==> src/rtl/imm_extend_pipe.sv <==
// Immediate extension stage feeding a 2-entry in-order skid buffer.
// Handles sign/zero/upper/branch-offset modes; in_ready is registered so it never depends on out_ready.
module imm_extend_pipe #(
  parameter int IN_W  = 16,
  parameter int OUT_W = 32,
  parameter int TAG_W = 5
) (
  input  logic             clk,
  input  logic             reset,
  input  logic             flush,
  input  logic             in_valid,
  output logic             in_ready,
  input  logic [IN_W-1:0]  in_imm,
  input  logic [1:0]       in_mode,
  input  logic [TAG_W-1:0] in_tag,
  output logic             out_valid,
  input  logic             out_ready,
  output logic [OUT_W-1:0] out_data,
  output logic [TAG_W-1:0] out_tag,
  output logic [1:0]       occupancy
);

  // The state encoding doubles as the occupancy count.
  localparam logic [1:0] ST_EMPTY = 2'd0;
  localparam logic [1:0] ST_ONE   = 2'd1;
  localparam logic [1:0] ST_TWO   = 2'd2;

  function automatic logic [OUT_W-1:0] extend(input logic [IN_W-1:0] imm,
                                               input logic [1:0]      mode);
    logic [OUT_W-1:0] sext;
    sext = {{(OUT_W-IN_W){imm[IN_W-1]}}, imm};
    case (mode)
      2'b00:   return sext;
      2'b01:   return {{(OUT_W-IN_W){1'b0}}, imm};
      2'b10:   return {imm, {(OUT_W-IN_W){1'b0}}};
      default: return {sext[OUT_W-3:0], 2'b00};
    endcase
  endfunction

  logic [1:0]       state_q, state_d;
  logic             in_ready_q, in_ready_d;
  logic [OUT_W-1:0] out_data_q, out_data_d;
  logic [TAG_W-1:0] out_tag_q, out_tag_d;
  logic [OUT_W-1:0] skid_data_q, skid_data_d;
  logic [TAG_W-1:0] skid_tag_q, skid_tag_d;

  logic [OUT_W-1:0] new_data;
  logic             in_xfer;
  logic             out_xfer;

  assign new_data  = extend(in_imm, in_mode);
  assign out_valid = (state_q != ST_EMPTY);
  assign in_xfer   = in_valid && in_ready_q;
  assign out_xfer  = out_valid && out_ready;

  always_comb begin
    // NOTE: every signal gets a default first so no path leaves it unassigned (no latches).
    state_d     = state_q;
    out_data_d  = out_data_q;
    out_tag_d   = out_tag_q;
    skid_data_d = skid_data_q;
    skid_tag_d  = skid_tag_q;

    if (flush) begin
      state_d = ST_EMPTY;
    end else begin
      case (state_q)
        ST_EMPTY: begin
          if (in_xfer) begin
            out_data_d = new_data;
            out_tag_d  = in_tag;
            state_d    = ST_ONE;
          end
        end
        ST_ONE: begin
          if (in_xfer && out_xfer) begin
            out_data_d = new_data;
            out_tag_d  = in_tag;
          end else if (in_xfer) begin
            skid_data_d = new_data;
            skid_tag_d  = in_tag;
            state_d     = ST_TWO;
          end else if (out_xfer) begin
            state_d = ST_EMPTY;
          end
        end
        ST_TWO: begin
          if (out_xfer) begin
            out_data_d = skid_data_q;
            out_tag_d  = skid_tag_q;
            state_d    = ST_ONE;
          end
        end
        default: state_d = ST_EMPTY;
      endcase
    end

    in_ready_d = (state_d != ST_TWO);
  end

  // NOTE: sequential state uses non-blocking assignments so all flops sample the same pre-edge values.
  always_ff @(posedge clk or posedge reset) begin
    if (reset) begin
      state_q     <= ST_EMPTY;
      in_ready_q  <= 1'b1;
      out_data_q  <= '0;
      out_tag_q   <= '0;
      skid_data_q <= '0;
      skid_tag_q  <= '0;
    end else begin
      state_q     <= state_d;
      in_ready_q  <= in_ready_d;
      out_data_q  <= out_data_d;
      out_tag_q   <= out_tag_d;
      skid_data_q <= skid_data_d;
      skid_tag_q  <= skid_tag_d;
    end
  end

  assign in_ready  = in_ready_q;
  assign out_data  = out_data_q;
  assign out_tag   = out_tag_q;
  assign occupancy = state_q;

endmodule

==> config.mk <==
export PLATFORM = sky130hd
export DESIGN_NAME = imm_extend_pipe
export DESIGN_NICKNAME = d
export VERILOG_FILES = /design/src/rtl/imm_extend_pipe.sv
export SDC_FILE = /design/constraint.sdc
export NUM_CORES = 1
export LEC_CHECK = 0
export BUFFER_PORTS_ARGS = -buffer_cell sky130_fd_sc_hd__buf_2
export CELL_PAD_IN_SITES_DETAIL_PLACEMENT = 1
export CELL_PAD_IN_SITES_GLOBAL_PLACEMENT = 1
export CORE_ASPECT_RATIO = 2
export CORE_MARGIN = 2
export CORE_UTILIZATION = 37
export CTS_CLUSTER_DIAMETER = 30
export DETAILED_ROUTE_END_ITERATION = 12
export PLACE_DENSITY_LB_ADDON = 0.1
export SYNTH_ARGS = -nofsm -noshare
export SYNTH_HDL_FRONTEND = slang
export SYNTH_SLANG_ARGS = --single-unit
export TNS_END_PERCENT = 100
==> constraint.sdc <==
create_clock -name clk -period 2.5 [get_ports clk]
set_input_delay 0.5 -clock clk [delete_from_list [all_inputs] [get_ports clk]]
set_output_delay 0.5 -clock clk [all_outputs]
set_load 0.03 [all_outputs]
==> results.cfg <==
[drt]
vias = 2841
post_drt_wl_per_cell_microns = 15.6
drc = 0
routed_wl_microns = 8930
via_per_inst = 4.98
detail-route-antenna-nets = 0
dr.first_iter.drc_count = 85
drt_pass1_iterations = 4

[setup_path]
crit_family = flip-flops
worstReg2RegEnd = out_data[5]$_DFFE_PP0P_
r2r-start = in_ready$_DFF_PP1_
critPathCaptureType = flip-flop
reg2regPathDepth = 5
slowest_delay_ps = 530
slowest_stage = dfstp_2
path_cells = nand2_1, or3b_1, a21oi_4, buf_12, mux2_2
r2r_slack_ps = 540
crit_fanout = 37
worstSetupStartpointType = flip-flop
critical_path_buf_inv_count = 1
path_class = reg -> reg
arrival_ps = 2180
required_ps = 2720

[placed_design]
postPlaceCellArea_sq_um = 4220
hpwl_microns = 6550
numPortBuffers = 68
place_congestion = 0.705

[sta]
layout_min_cycle_time_ps = 1960
slew_headroom = 0.373
rsz0062_at_grt = no
tns_ps = 0
setup_violations = 0
worst_pin_slew_ps = 938
report.final.hold_viol_count = 0
period_share = 0.784
skew_ps = 4.57
max_freq_ghz = 0.510
slew_viol_final = 0

[power_and_ir_drop]
p_per_area_nw_per_um2 = 902
peakVddDrop_mv = 0.455
p_clk_frac = 0.364
seqPwrFrac = 0.408
p_sw_mw = 1.23
p_int_mw = 2.89
power_switching_share = 0.298
p_leak_nw = 2.15
pwr-share-comb = 0.228

[yosys]
ys.warnings.count = 0
ys.flop_type = dfrtp_1
synth_largest_area_cell = dfrtp_1
yosysSeqAreaShare = 0.521
async_flop_share = 1.00
synth_area_leaders = dfrtp_1 51%, mux2_2 17%, o21ai_0 7.0%
ys_ff_latch = 77
synth_area_per_cell_sq_um = 10.0
synth_edf_count = 0
synth_top_area_share = 0.514
synth.cell_area_sq_um = 3700
syn_nets = 398
synth.distinct_cells = 23
synthCells = 370

[outcome]
status = complete, no violations

[final_layout]
diodes = 0
syn_to_final_growth_pct = 23.3
layout.cells.most_common = dfrtp_1
drive_gt1_frac = 0.360
num-nets-final = 462
fillers = 1109
final_cell_mix = 76 x dfrtp_1, 68 x buf_2, 66 x nand2_1
stdcell_area_sq_um = 4570

[die]
pin_count = 69
coreArea_sq_um = 9760
dieArea_sq_um = 10900
die_y_microns = 145
std_cell_rows = 51
start_util = 0.379
die_w_microns = 74.7

[clocking]
cts_tree = built
htreeDepth = 3
cts-resized-gates = 0
cts-hold-fix-buffers = 0
clk_latency_ps = 330
cts_buffer_depth = 2
cts_setup_buffers = 0
cts_num_sinks = 77
cts_buffers = 9
cts-root-buf = clkbuf_16
clk_pin_slew_ps = 60

[grt]
antenna_found_initial = 0
grt_pass1_vias = 2929
grt_first_pass_wirelength_microns = 14700
gr-usage-all-layers = 0.179
grt_start_max_net_pins = 50
overflow = 0

[job]
maxCapViolations = 0

[min_path]
hold_path_class = in -> async
## power by group through the flow
stage / Clock [mW] / Combinational [mW] / Sequential [mW]
after floorplan: 0 / 0.396 / 1.96
after global placement: 0 / 0.930 / 1.69
after detailed placement: 0 / 0.956 / 1.71
after CTS: 1.54 / 0.959 / 1.69
after global routing: 1.59 / 1.03 / 1.72
final: 1.50 / 0.938 / 1.68
## metrics by stage
step / hold WS, ps / utilization / cells / power, mW / worst slack, ps
2_1_floorplan: 450 / - / 370 / 2.35 / 35.0
3_3_place_gp: 462 / 0.432 / 555 / 2.62 / 445
3_5_place_dp: 470 / 0.432 / 555 / 2.66 / 348
4_1_cts: 205 / 0.468 / 571 / 4.19 / 528
5_1_grt: 225 / 0.468 / 571 / 4.34 / 474
6_report: 188 / 0.468 / 571 / 4.12 / 541
## kinds of logic after synthesis
group / after synthesis / synth area share
AO/OA/AOI/OAI: 97 / 0.135
AND/OR/NAND/NOR: 108 / 0.128
buffers and inverters: 30 / 0.0402
XOR/XNOR: 1 / 0.00237
flip-flops: 77 / 0.521
multiplexers: 57 / 0.173
## worst max path at each step
stage | startpoint | to | slack, ps | depth (start not counted)
after floorplan | reset | occupancy[0]$_DFF_PP0_ | 30 | 1
after global placement | in_mode[0] | out_data[28]$_DFFE_PP0P_ | 440 | 5
after detailed placement | in_mode[0] | out_data[26]$_DFFE_PP0P_ | 350 | 6
after CTS | in_ready$_DFF_PP1_ | out_tag[0]$_DFFE_PP0P_ | 530 | 5
after global routing | in_ready$_DFF_PP1_ | out_tag[0]$_DFFE_PP0P_ | 470 | 5
final | in_ready$_DFF_PP1_ | out_data[5]$_DFFE_PP0P_ | 540 | 5
## Yosys cell counts (2+ instances only)
cell and n:
buf_8 3, nor2_1 16, nor2b_1 16, o21ai_0 52
a31oi_1 2, a21oi_1 42, inv_1 3, clkbuf_1 21
nand2b_1 4, mux2_2 56, dfrtp_1 76, buf_2 2
nand2_1 67
## layout make-up
type | instances | area (sq um) | area share
sequential | 77 | 1930 | 0.422
timing repair buffer | 80 | 480 | 0.105
inverter | 3 | 12.5 | 0.00274
tap | 132 | 165 | 0.0362
multi-input combinational | 263 | 1630 | 0.357
clock buffer | 10 | 239 | 0.0523
clock inverter | 6 | 110 | 0.0241
## sequential cells by signal (all words and copies together), names as in the netlist
signal / flops
in_ready: 1
occupancy: 2
out_data: 32
out_tag: 5
skid_data_q: 32
skid_tag_q: 5
## per-layer routing
layer / GRT usage / up-vias / share of wire
met4: 0.0643 / 0 / 0.014
met3: 0.0339 / 8 / 0.026
li1: - / 1381 / -
met2: 0.316 / 47 / 0.56
met1: 0.207 / 1405 / 0.40
met5: 0 / - / 0
Power figures use the tool's default switching activity.
